--- config.mk ---
export PLATFORM = sky130hd
export DESIGN_NAME = clk_div_gen
export DESIGN_NICKNAME = d
export VERILOG_FILES = /design/src/rtl/clk_div_gen.sv
export SDC_FILE = /design/constraint.sdc
export NUM_CORES = 1
export LEC_CHECK = 0
export CAP_MARGIN = 20
export CORE_UTILIZATION = 35
export DETAILED_ROUTE_END_ITERATION = 6
export SETUP_SLACK_MARGIN = 0.05
export SLEW_MARGIN = 30
export SYNTH_ARGS = -nofsm -noshare
export SYNTH_HDL_FRONTEND = slang
export SYNTH_SLANG_ARGS = --single-unit
export TNS_END_PERCENT = 100
--- constraint.sdc ---
create_clock -name sys_clk -period 10.25 [get_ports sys_clk]
set_input_delay 2.05 -clock sys_clk [delete_from_list [all_inputs] [get_ports sys_clk]]
set_output_delay 2.05 -clock sys_clk [all_outputs]
set_load 0.02 [all_outputs]
--- src/rtl/clk_div_gen.sv ---
// Multi-channel clock-enable / divided-waveform generator with settle-qualified lock.
// Every accepted reconfiguration (and every reset) restarts a common settle window,
// after which all channels restart together from a shared time origin.
module clk_div_gen #(
    parameter int unsigned NUM_CH      = 2,
    parameter int unsigned DIV_W       = 8,
    parameter int unsigned LOCK_CYCLES = 16,
    parameter int unsigned DIV_INIT    = 2,
    localparam int unsigned CH_W       = (NUM_CH > 1) ? $clog2(NUM_CH) : 1
) (
    input  logic              sys_clk,
    input  logic              sys_rst_n,
    input  logic              cfg_valid,
    output logic              cfg_ready,
    input  logic [CH_W-1:0]   cfg_ch,
    input  logic [DIV_W-1:0]  cfg_div,
    input  logic [DIV_W-1:0]  cfg_phase,
    output logic              cfg_err,
    output logic [NUM_CH-1:0] clk_en,
    output logic [NUM_CH-1:0] clk_out,
    output logic              locked
);

    localparam int unsigned SET_W = $clog2(LOCK_CYCLES + 1);

    typedef enum logic {
        ST_SETTLE = 1'b0,
        ST_RUN    = 1'b1
    } state_t;

    state_t             r_state;
    state_t             w_next_state;
    logic [SET_W-1:0]   r_settle_cnt;
    logic [SET_W-1:0]   w_next_settle;
    logic               w_go_run;
    logic               w_cfg_apply;
    logic               w_cfg_err;
    logic               w_cfg_ok;
    logic [DIV_W-1:0]   w_cfg_div_eff;

    logic [DIV_W-1:0]   r_div   [NUM_CH];
    logic [DIV_W-1:0]   r_phase [NUM_CH];
    logic [DIV_W-1:0]   r_cnt   [NUM_CH];
    logic [DIV_W-1:0]   w_cnt_nxt [NUM_CH];
    logic [DIV_W-1:0]   w_half    [NUM_CH];

    logic [NUM_CH-1:0]  r_clk_en;
    logic [NUM_CH-1:0]  r_clk_out;
    logic               r_locked;
    logic               r_cfg_err;

    // State and settle-counter register
    always_ff @(posedge sys_clk) begin
        if (!sys_rst_n) begin
            r_state      <= ST_SETTLE;
            r_settle_cnt <= '0;
        end else begin
            r_state      <= w_next_state;
            r_settle_cnt <= w_next_settle;
        end
    end

    // Next-state, settle counting and configuration decode
    always_comb begin
        w_next_state  = r_state;
        w_next_settle = r_settle_cnt;
        w_go_run      = 1'b0;
        w_cfg_apply   = 1'b0;
        w_cfg_err     = 1'b0;
        w_cfg_div_eff = (cfg_div == '0) ? DIV_W'(1) : cfg_div;
        w_cfg_ok      = (32'(cfg_ch) < NUM_CH) && (cfg_phase < w_cfg_div_eff);
        case (r_state)
            ST_SETTLE: begin
                // The count holds the number of completed settle cycles.
                if (r_settle_cnt == SET_W'(LOCK_CYCLES)) begin
                    w_next_state = ST_RUN;
                    w_go_run     = 1'b1;
                end else begin
                    w_next_settle = r_settle_cnt + SET_W'(1);
                end
            end
            ST_RUN: begin
                if (cfg_valid) begin
                    if (w_cfg_ok) begin
                        w_cfg_apply   = 1'b1;
                        w_next_state  = ST_SETTLE;
                        w_next_settle = '0;
                    end else begin
                        w_cfg_err = 1'b1;
                    end
                end
            end
            default: begin
                w_next_state  = ST_SETTLE;
                w_next_settle = '0;
            end
        endcase
    end

    // Per-channel next count: phase-offset start on lock, else wrap 0..div-1
    always_comb begin
        for (int i = 0; i < NUM_CH; i++) begin
            w_half[i] = (r_div[i] >> 1) + DIV_W'(r_div[i][0]);
            if (w_go_run) begin
                w_cnt_nxt[i] = (r_phase[i] == '0) ? '0 : r_div[i] - r_phase[i];
            end else begin
                w_cnt_nxt[i] = (r_cnt[i] == r_div[i] - DIV_W'(1)) ? '0 : r_cnt[i] + DIV_W'(1);
            end
        end
    end

    // Channel configuration, counters and registered outputs
    always_ff @(posedge sys_clk) begin
        if (!sys_rst_n) begin
            for (int i = 0; i < NUM_CH; i++) begin
                r_div[i]   <= DIV_W'(DIV_INIT);
                r_phase[i] <= '0;
                r_cnt[i]   <= '0;
            end
            r_clk_en  <= '0;
            r_clk_out <= '0;
            r_locked  <= 1'b0;
            r_cfg_err <= 1'b0;
        end else begin
            r_locked  <= (w_next_state == ST_RUN);
            r_cfg_err <= w_cfg_err;
            for (int i = 0; i < NUM_CH; i++) begin
                if (w_cfg_apply && (cfg_ch == CH_W'(i))) begin
                    r_div[i]   <= w_cfg_div_eff;
                    r_phase[i] <= cfg_phase;
                end
                if (w_next_state == ST_RUN) begin
                    r_cnt[i]     <= w_cnt_nxt[i];
                    r_clk_en[i]  <= (w_cnt_nxt[i] == '0);
                    r_clk_out[i] <= (w_cnt_nxt[i] < w_half[i]);
                end else begin
                    r_clk_en[i]  <= 1'b0;
                    r_clk_out[i] <= 1'b0;
                end
            end
        end
    end

    assign clk_en    = r_clk_en;
    assign clk_out   = r_clk_out;
    assign locked    = r_locked;
    assign cfg_ready = r_locked;
    assign cfg_err   = r_cfg_err;

endmodule

### Word-level counts from Yosys, hierarchy flattened

Memory sizes are Yosys's and may differ from the RTL's.
Cells that the tools add are included.

* bitwise operators: 8
* reductions and logical operators: 10
* magnitude comparators: 3
* muxes and demuxes: 35
* equality and inequality tests: 6
* add/sub/neg operators: 9

Operators with widths (count)
* 2-to-1 mux 8 bit: 13
* zero test 8 bit: 5
* less-than comparator 8 bit: 3
* 2-to-1 mux 1 bit: 17
* adder 7 x 1 -> 8 bit: 2
* adder 8 x 1 -> 8 bit, second input constant: 2
* equality test 8 bit: 2
* subtractor 8 x 1 -> 8 bit, second input constant: 2
* subtractor 8 bit: 2
* 2-to-1 mux 5 bit: 3
* case mux 5 bit (2 select lines): 1
* != test 2 bit, second input constant: 3
* OR 1 bit: 6
* AND reduction 3 bit: 2
* adder 5 x 1 -> 5 bit, second input constant: 1
* equality test 5 bit, second input constant: 1
* logical AND 1 bit: 2
* NOT 1 bit: 2
* case mux 1 bit (2 select lines): 1
* AND reduction 2 bit: 1

* output and inout bits: 7
* memories kept: 3
* bits in writable memories: 48
* register bits: 11

Memory list
* r_cnt: depth 2, width 8, read ports 2, clocked after memory_dff 0, write ports 2, RTL line 43 `logic [DIV_W-1:0] r_cnt [NUM_CH];`
* r_div: depth 2, width 8, read ports 2, clocked after memory_dff 0, write ports 2, RTL line 41 `logic [DIV_W-1:0] r_div [NUM_CH];`
* r_phase: depth 2, width 8, read ports 2, clocked after memory_dff 0, write ports 2, RTL line 42 `logic [DIV_W-1:0] r_phase [NUM_CH];`

### Longest topological paths before layout

Gate-level depths: netlist of run 1.

* depth after elaboration: 11
* depth in mapped cells: 17
* mapped depth without buffers: 17

### Least setup slack after synthesis of run 1

No wires, ideal clock.

* path kind: in2reg
* start point: in cfg_div[5]
* end point: mem r_div[1][2] (netlist: r_div[0][10]), enable pin
* path slack: 5543 ps
* library setup time: 411 ps
* cell stages on the path: 8
* data arrival time: 4296 ps
* required time: 9839 ps
* cell sequence: inv_1 > ha_1 > a21o_1 > a21o_1 > a21oi_1 > nor2b_1 > nand2_1 > o21ai_0

RTL lines
* start, declared: RTL line 16 `input logic [DIV_W-1:0] cfg_div,`
* end, declared: RTL line 41

==> impl_metrics.sql, run 1 <==
INSERT INTO impl_metrics (metric_group, metric, value, unit) VALUES
('detailed_routing', 'number_of_vias_after_detailed_routing', '3536', ''),
('final_layout', 'antenna_cells_inserted', '0', ''),
('clocking', 'cts.root.buffer_cell', 'sky130_fd_sc_hd__clkbuf_16', ''),
('sta', 'max_freq', '0.209', 'GHz'),
('detailed_routing', 'antenna_left', '0', ''),
('floorplan', 'std_cell_rows', '41', ''),
('detailed_routing', 'avgRoutedWirePerCell', '15.8', 'microns'),
('run_status', 'status', 'finished, final reports clean', ''),
('sta', 'grt_setup_unrepaired', 'no', ''),
('place', 'count_of_port_buffers_added_during_placement', '26', ''),
('final_layout', 'num-nets-final', '564', ''),
('logic_synthesis', 'number_of_enable_flip_flop_cells_after_synthesis', '48', ''),
('global_routing', 'first_global_vias', '3565', ''),
('global_routing', 'wire_length_of_the_first_global_routing_pass', '17.8', 'mm'),
('clocking', 'htree_levels', '3', ''),
('worst_setup_path', 'worst_path_max_stage_delay', '0.50', 'ns'),
('pwr', 'power.leakage', '2.07', 'nW'),
('logic_synthesis', 'async_flop_share', '0', '%'),
('detailed_routing', 'drt-total-wl', '10.6', 'mm'),
('floorplan', 'io-pin-count', '27', ''),
('sta', 'totalNegativeSetupSlack', '0', 'ns'),
('logic_synthesis', 'synth_largest_area_cell', 'sky130_fd_sc_hd__edfxtp_1', ''),
('sta', 'share_of_the_cycle_needed_by_the_critical_path_after_routing', '46.6', '%'),
('worst_setup_path', 'worst_setup_sp_type', 'primary input', ''),
('floorplan', 'die_height', '116', 'microns'),
('worst_setup_path', 'critPathBufInv', '2', ''),
('global_routing', 'grt_remaining_overflow', '0', ''),
('logic_synthesis', 'post_synth_main_area_contributors', 'sky130_fd_sc_hd__edfxtp_1 32%, sky130_fd_sc_hd__ha_1 12%, sky130_fd_sc_hd__xor2_1 5.8%, sky130_fd_sc_hd__dfxtp_1 4.9%, sky130_fd_sc_hd__xnor2_1 4.4%', ''),
('logic_synthesis', 'synthesized_area', '0.00453', 'sq mm'),
('final_layout', 'postLayoutCoreUtil', '41.4', '%'),
('pwr', 'vdd.ir_drop.worst', '64.4', 'uV'),
('logic_synthesis', 'yosysTopAreaCellShare', '31.8', '%'),
('worst_setup_path', 'timing.critical_path.cells', 'clkdlybuf4s50_1 > inv_1 > ha_1 > a21o_1 > a21o_1 > a21oi_1 > nand2_1 > o21ai_0 > and2_1 > nand2_1', ''),
('logic_synthesis', 'synth.net_count', '539', ''),
('final_layout', 'nFillCells', '1242', ''),
('logic_synthesis', 'total_of_flip_flops_plus_latches_after_synthesis', '59', ''),
('floorplan', 'initial_core_util', '35.9', '%'),
('worst_setup_path', 'rr_startpoint', 'r_div[0][8]$_DFFE_PP_', ''),
('place', 'globalplace.congestion', '0.850', ''),
('run', 'cap_violations', '0', ''),
('place', 'placedInstanceArea', '0.00494', 'sq mm'),
('logic_synthesis', 'sequential_to_total_area_share_from_yosys_stat', '36.7', '%'),
('logic_synthesis', 'synthTopCellsByCount', '48 x sky130_fd_sc_hd__edfxtp_1, 45 x sky130_fd_sc_hd__ha_1, 38 x sky130_fd_sc_hd__inv_1', ''),
('hold_path', 'holdCritPathClass', 'flop to flop', ''),
('final_layout', 'ff_latch_area', '0.00166', 'sq mm'),
('worst_setup_path', 'setup.worst_path.start', 'cfg_div[5]', ''),
('clocking', 'cts.repair.resized', '0', ''),
('logic_synthesis', 'most_common_cell_in_the_netlist', 'sky130_fd_sc_hd__edfxtp_1', ''),
('clocking', 'clk_transition_reported_paths', '0.05', 'ns'),
('worst_setup_path', 'max_fanout_on_critical_path', '16', ''),
('logic_synthesis', 'post_synth_num_cell_types', '62', ''),
('clocking', 'post-cts-setup-buffers', '0', ''),
('sta', 'maxSlewViolCount', '0', ''),
('floorplan', 'coreArea', '0.0126', 'sq mm'),
('worst_setup_path', 'path_delay_family', 'compound AO/OA/AOI/OAI gates', ''),
('detailed_routing', 'remaining_drc_errors', '0', ''),
('pwr', 'pwr_density_cell', '122', 'mW/mm^2'),
('global_routing', 'grt_use_total', '17.3', '%'),
('final_layout', 'areaGrowthSynthToFinish', '15.4', '%'),
('final_layout', 'area_of_the_multi_input_gates', '0.00264', 'sq mm'),
('worst_setup_path', 'crit_path_top_delay_cell', 'sky130_fd_sc_hd__clkdlybuf4s50_1', ''),
('floorplan', 'die_w', '116', 'microns'),
('final_layout', 'drive_gt1_share', '6.37', '%'),
('detailed_routing', 'number_of_detailed_routing_iterations_run_before_antenna_repair', '5', ''),
('final_layout', 'postLayoutCellArea', '0.00523', 'sq mm'),
('detailed_routing', 'detail_route.iter0.violations', '187', ''),
('global_routing', 'grt_max_degree', '19', ''),
('place', 'dp_hpwl', '8.54', 'mm'),
('floorplan', 'design.die.area', '0.0134', 'sq mm'),
('clocking', 'cts_tree', 'yes', ''),
('logic_synthesis', 'ys.flop_type', 'sky130_fd_sc_hd__edfxtp_1', '');
[logic make-up after synthesis]
group           count (synthesis)  share of synthesized area, %
compound gates                 95                          14.2
simple gates                  161                          19.4
mux                             3                         0.663
flops                          59                          36.7
xor+xnor                       54                          10.6
fa+ha+maj                      47                          13.3
buf+inv                        53                          5.11
[layout make-up]
cell class              count  area share, %
flip-flops and latches     59           31.8
inverters                  38           2.73
well taps                 172           4.12
clock buffers               9           4.31
repair buffers             29           5.41
clock inverters             7           1.12
multi-input cells         360           50.5
[flip-flops by register name (all words and copies together), names as in the netlist]
register / count
clk_out: 2
cfg_err: 1
r_phase: 16
r_div: 16
cfg_ready: 1
r_settle_cnt: 5
clk_en: 2
r_cnt: 16
[final timing paths]
path	slack, ns	end	cells after the start
worst min register to register	0.46	r_settle_cnt[4]$_SDFFE_PN0P_	1
worst min-delay path	0.46	r_settle_cnt[4]$_SDFFE_PN0P_	1
worst max-delay path	5.47	r_cnt[0][8]$_SDFFCE_PN0P_	10
worst max register to register	6.45	clk_out[1]$_SDFF_PN0_	14
[placed cells by master, fill, tap and decap left out, types with 3 or more instances in the layout]
cell type / instances
sky130_fd_sc_hd__edfxtp_1: 48
sky130_fd_sc_hd__ha_1: 45
sky130_fd_sc_hd__inv_1: 38
sky130_fd_sc_hd__xor2_1: 30
sky130_fd_sc_hd__nand2_1: 28
sky130_fd_sc_hd__nand3_1: 28
sky130_fd_sc_hd__nor2_1: 26
sky130_fd_sc_hd__clkdlybuf4s50_1: 26
sky130_fd_sc_hd__and2_1: 24
sky130_fd_sc_hd__xnor2_1: 23
sky130_fd_sc_hd__a21oi_1: 21
sky130_fd_sc_hd__o21ai_0: 19
sky130_fd_sc_hd__dfxtp_1: 11
sky130_fd_sc_hd__and3_1: 10
sky130_fd_sc_hd__clkbuf_16: 9
sky130_fd_sc_hd__nor4_1: 8
sky130_fd_sc_hd__a21o_1: 6
sky130_fd_sc_hd__nor2b_1: 6
sky130_fd_sc_hd__nand2b_1: 6
sky130_fd_sc_hd__a31oi_1: 6
sky130_fd_sc_hd__nor3_1: 4
sky130_fd_sc_hd__o211ai_1: 4
sky130_fd_sc_hd__o22ai_1: 4
sky130_fd_sc_hd__or3_1: 4
sky130_fd_sc_hd__mux2i_1: 3
sky130_fd_sc_hd__o21ai_2: 3
sky130_fd_sc_hd__o31ai_1: 3
sky130_fd_sc_hd__and4_1: 3
sky130_fd_sc_hd__inv_6: 3
sky130_fd_sc_hd__buf_4: 3
[layer usage]
| layer | part of all wire [%] | up-vias | track usage, % |
|---|---|---|---|
| met1 | 47 | 1663 | 23.1 |
| met2 | 47 | 93 | 28.8 |
| met4 | 1.3 | 0 | 5.13 |
| met5 | 0 | - | 0 |
| met3 | 4.6 | 16 | 2.72 |
| li1 | - | 1764 | - |
[report_power, final]
part | switching [mW] | internal, mW | total (mW)
Sequential | 0.0121 | 0.266 | 0.278
Clock | 0.115 | 0.167 | 0.281
Combinational | 0.0403 | 0.0364 | 0.0767
Total | 0.167 | 0.469 | 0.636
[metrics by stage]
step | total power [mW] | setup slack, ns | hold WS [ns] | instances
finish | 0.636 | 5.47 | 0.464 | 674
global route | 0.660 | 5.28 | 0.495 | 674
CTS | 0.638 | 5.48 | 0.461 | 674
detailed placement | 0.359 | 5.15 | 0.450 | 658
global placement | 0.356 | 5.24 | 0.458 | 658
floorplan | 0.333 | 5.54 | 0.424 | 472
[worst reg2reg max path, stage by stage, from the launching register on]
cell and delay (ns):
sky130_fd_sc_hd__edfxtp_1 0.51, sky130_fd_sc_hd__inv_1 0.13, sky130_fd_sc_hd__ha_1 0.36, sky130_fd_sc_hd__xor2_1 0.17
sky130_fd_sc_hd__nand3_1 0.10, sky130_fd_sc_hd__a2111oi_0 0.43, sky130_fd_sc_hd__o211ai_1 0.36, sky130_fd_sc_hd__nand2_1 0.33
sky130_fd_sc_hd__o21ai_0 0.17, sky130_fd_sc_hd__ha_1 0.32, sky130_fd_sc_hd__and4_1 0.19, sky130_fd_sc_hd__o211ai_1 0.14
sky130_fd_sc_hd__a21oi_1 0.07, sky130_fd_sc_hd__a211oi_1 0.22, sky130_fd_sc_hd__o2111a_1 0.24
Power figures use the tool's default switching activity.
==> run 2, diff against run 1 <==
==> constraint.sdc (replaced) <==
create_clock -name sys_clk -period 5 [get_ports sys_clk]
set_input_delay 1 -clock sys_clk [delete_from_list [all_inputs] [get_ports sys_clk]]
set_output_delay 1 -clock sys_clk [all_outputs]
set_load 0.02 [all_outputs]
==> run 2 against run 1 <==
Against the previous run:
- hold slack gained 0.0033 ns
- first-iteration DRC count down 8.6%
- clock skew down 0.0040 ns
- largest power group is now sequential cells
- design area is essentially flat
- total power up 100%
- routed wire length down 3.3%
- critical path depth up 4
- register-to-register slack lost 5.3 ns
- utilization barely moved
- global-route usage decreased by 0.63 points
- non-clock buffer count unchanged
- sequential power rose by 110%
==> impl_metrics.sql, run 2 (same netlist as run 1, synthesis figures left out) <==
INSERT INTO impl_metrics (metric_group, metric, value, unit) VALUES
('run_status', 'status', 'finished, final reports clean', ''),
('final_layout', 'num-nets-final', '564', ''),
('worst_setup_path', 'timing.critical_path.cells', 'inv_1 > ha_1 > xor2_1 > nand3_1 > a2111oi_0 > o211ai_1 > nand2_1 > o21ai_0 > ha_1 > and4_1 > o211ai_1 > a21oi_1 > a211oi_1 > o2111a_1', ''),
('global_routing', 'initial_antenna_violation_count', '0', ''),
('sta', 'max_freq', '0.257', 'GHz'),
('detailed_routing', 'number_of_vias_after_detailed_routing', '3514', ''),
('sta', 'finalHoldViolations', '0', ''),
('detailed_routing', 'post_drt_via_cell_ratio', '5.21', ''),
('worst_setup_path', 'cp-end-kind', 'flop', ''),
('clocking', 'post-cts-setup-buffers', '0', ''),
('detailed_routing', 'avgRoutedWirePerCell', '15.3', 'microns'),
('detailed_routing', 'drt-total-wl', '10.3', 'mm'),
('clocking', 'clk_transition_reported_paths', '0.05', 'ns'),
('run', 'cap_violations', '0', ''),
('worst_setup_path', 'worstPathArrival', '4.16', 'ns'),
('sta', 'totalNegativeSetupSlack', '0', 'ns'),
('pwr', 'power.internal', '957', 'uW'),
('floorplan', 'die_height', '116', 'microns'),
('final_layout', 'antenna_cells_inserted', '0', ''),
('global_routing', 'wire_length_of_the_first_global_routing_pass', '17.0', 'mm'),
('hold_path', 'worstHoldEndpoint', 'r_settle_cnt[4]$_SDFFE_PN0P_', ''),
('clocking', 'cts_tree', 'yes', ''),
('global_routing', 'first_global_vias', '3466', ''),
('worst_setup_path', 'critPathKind', 'flop to flop', ''),
('worst_setup_path', 'cp_data_required_time', '5.27', 'ns'),
('global_routing', 'grt_use_total', '16.6', '%'),
('hold_path', 'min_delay_path_depth', '1', ''),
('worst_setup_path', 'worst_path_max_stage_delay', '0.50', 'ns'),
('hold_path', 'holdCritPathClass', 'flop to flop', ''),
('pwr', 'power.total', '1.29', 'mW'),
('detailed_routing', 'remaining_drc_errors', '0', ''),
('clocking', 'cts.sink_count', '59', ''),
('clocking', 'cts.root.buffer_cell', 'sky130_fd_sc_hd__clkbuf_16', ''),
('detailed_routing', 'detail_route.iter0.violations', '171', ''),
('floorplan', 'io-pin-count', '27', ''),
('floorplan', 'initial_core_util', '35.9', '%'),
('clocking', 'hold_buffers', '0', ''),
('worst_setup_path', 'max_fanout_on_critical_path', '8', ''),
('hold_path', 'hold_start', 'r_settle_cnt[4]$_SDFFE_PN0P_', ''),
('sta', 'maxSlewViolCount', '0', ''),
('floorplan', 'die_w', '116', 'microns'),
('clocking', 'worstSkewPairLatency', '0.33', 'ns'),
('floorplan', 'coreArea', '0.0126', 'sq mm'),
('detailed_routing', 'number_of_detailed_routing_iterations_run_before_antenna_repair', '4', ''),
('clocking', 'cts.repair.resized', '0', ''),
('worst_setup_path', 'worstRegToRegCells', '14', ''),
('final_layout', 'areaGrowthSynthToFinish', '15.3', '%'),
('pwr', 'sequentialPowerShare', '44.3', '%'),
('final_layout', 'mostFrequentLayoutCell', 'sky130_fd_sc_hd__edfxtp_1', ''),
('place', 'globalplace.congestion', '0.886', ''),
('clocking', 'cts-buffers-inserted', '9', ''),
('clocking', 'htree_levels', '3', ''),
('pwr', 'power.leakage', '2.08', 'nW'),
('worst_setup_path', 'regToRegEndpoint', 'clk_out[1]$_SDFF_PN0_', ''),
('worst_setup_path', 'crit_path_top_delay_cell', 'sky130_fd_sc_hd__a2111oi_0', ''),
('pwr', 'switching_share', '25.6', '%'),
('pwr', 'combPwrFrac', '12.1', '%'),
('global_routing', 'grt_max_degree', '19', ''),
('worst_setup_path', 'ff2ff_setup_slack', '1.11', 'ns'),
('final_layout', 'final_cell_mix', '48 x sky130_fd_sc_hd__edfxtp_1, 45 x sky130_fd_sc_hd__ha_1, 38 x sky130_fd_sc_hd__inv_1', ''),
('clocking', 'cts_buffer_depth', '2', ''),
('sta', 'timing.slew.headroom', '50.1', '%'),
('pwr', 'power.net_switching', '330', 'uW'),
('place', 'count_of_port_buffers_added_during_placement', '26', ''),
('sta', 'slew_at_the_pin_with_the_worst_max_slew_slack', '0.747', 'ns'),
('final_layout', 'drive_gt1_share', '6.37', '%'),
('sta', 'clock_skew', '0.00430', 'ns'),
('sta', 'setup_viol', '0', ''),
('worst_setup_path', 'rr_startpoint', 'r_div[0][8]$_DFFE_PP_', ''),
('sta', 'period_minus_slack', '3.89', 'ns'),
('pwr', 'clock_power_share', '43.6', '%'),
('final_layout', 'largestRegisters', 'r_cnt: 16 flops, r_div: 16 flops, r_phase: 16 flops', ''),
('global_routing', 'grt_remaining_overflow', '0', ''),
('detailed_routing', 'antenna_left', '0', ''),
('place', 'dp_hpwl', '8.25', 'mm'),
('sta', 'share_of_the_cycle_needed_by_the_critical_path_after_routing', '77.8', '%'),
('floorplan', 'design.die.area', '0.0134', 'sq mm'),
('sta', 'worst_hold_slack', '0.467', 'ns'),
('final_layout', 'postLayoutCoreUtil', '41.4', '%'),
('worst_setup_path', 'worst_setup_sp_type', 'flop', ''),
('pwr', 'pwr_density_cell', '246', 'mW/mm^2'),
('worst_setup_path', 'setup.worst_path.start', 'r_div[0][8]$_DFFE_PP_', ''),
('floorplan', 'std_cell_rows', '41', ''),
('sta', 'grt_setup_unrepaired', 'no', ''),
('pwr', 'vdd.ir_drop.worst', '123', 'uV');
run 2: cell count changes in the layout (fill, tap and decap cells not counted):
| cell | previous run | this run |
|---|---|---|
| sky130_fd_sc_hd__clkinvlp_4 | 2 | 0 |
| sky130_fd_sc_hd__clkinv_4 | 2 | 4 |
| sky130_fd_sc_hd__clkinv_2 | 0 | 2 |
| sky130_fd_sc_hd__inv_6 | 3 | 1 |
run 2: power by group through the flow:
stage               registers [mW]  clock network, mW  logic [mW]
detailed placement           0.579                  0       0.155
floorplan                    0.569                  0       0.115
finish                       0.570              0.561       0.156
CTS                          0.569              0.566       0.156
global route                 0.572              0.583       0.176
global placement             0.579                  0       0.149
run 2: through the flow:
| stage | instances | area [sq um] | worst slack (ns) |
|---|---|---|---|
| after detailed placement | 658 | 4940 | 0.956 |
| after global routing | 674 | 5220 | 0.852 |
| after global placement | 658 | 4940 | 1.07 |
| after CTS | 674 | 5220 | 1.16 |
| final | 674 | 5220 | 1.11 |
| after floorplan | 472 | 4530 | 1.34 |
run 2: routing by layer:
metal  share of wire (%)  vias up  track usage (%)  wire [microns]
met2                  46      111             27.2            4690
met3                 5.2       19             2.77             536
met5                   0        -                0               0
li1                    -     1767                -               -
met1                  47     1617             21.6            4830
met4                 2.3        0             7.44             236
run 2: cell type report:
type	count	area (sq um)
clock buffer	9	225
clock inverter	7	53.8
fill	1272	7400
inverter	38	143
multi-input combinational	360	2640
sequential	59	1660
tap	172	215
timing repair buffer	29	283
run 2: worst max path at each step:
| stage | slack [ns] | end |
|---|---|---|
| after floorplan | 1.34 | r_div[0][10]$_DFFE_PP_ |
| after global placement | 1.07 | r_cnt[0][7]$_SDFFCE_PN0P_ |
| after detailed placement | 0.96 | r_cnt[0][2]$_SDFFCE_PN0P_ |
| after CTS | 1.16 | clk_out[1]$_SDFF_PN0_ |
| after global routing | 0.85 | clk_out[1]$_SDFF_PN0_ |
| final | 1.11 | clk_out[1]$_SDFF_PN0_ |
run 2: critical path, delay by kind of cell (launching register included):
kind,cells,cell delay (ns)
AO/OA/AOI/OAI,7,1.73
adder cells (fa/ha/maj),2,0.71
AND/OR/NAND/NOR,3,0.62
flip-flops,1,0.48
XOR/XNOR,1,0.17
buffers and inverters,1,0.12
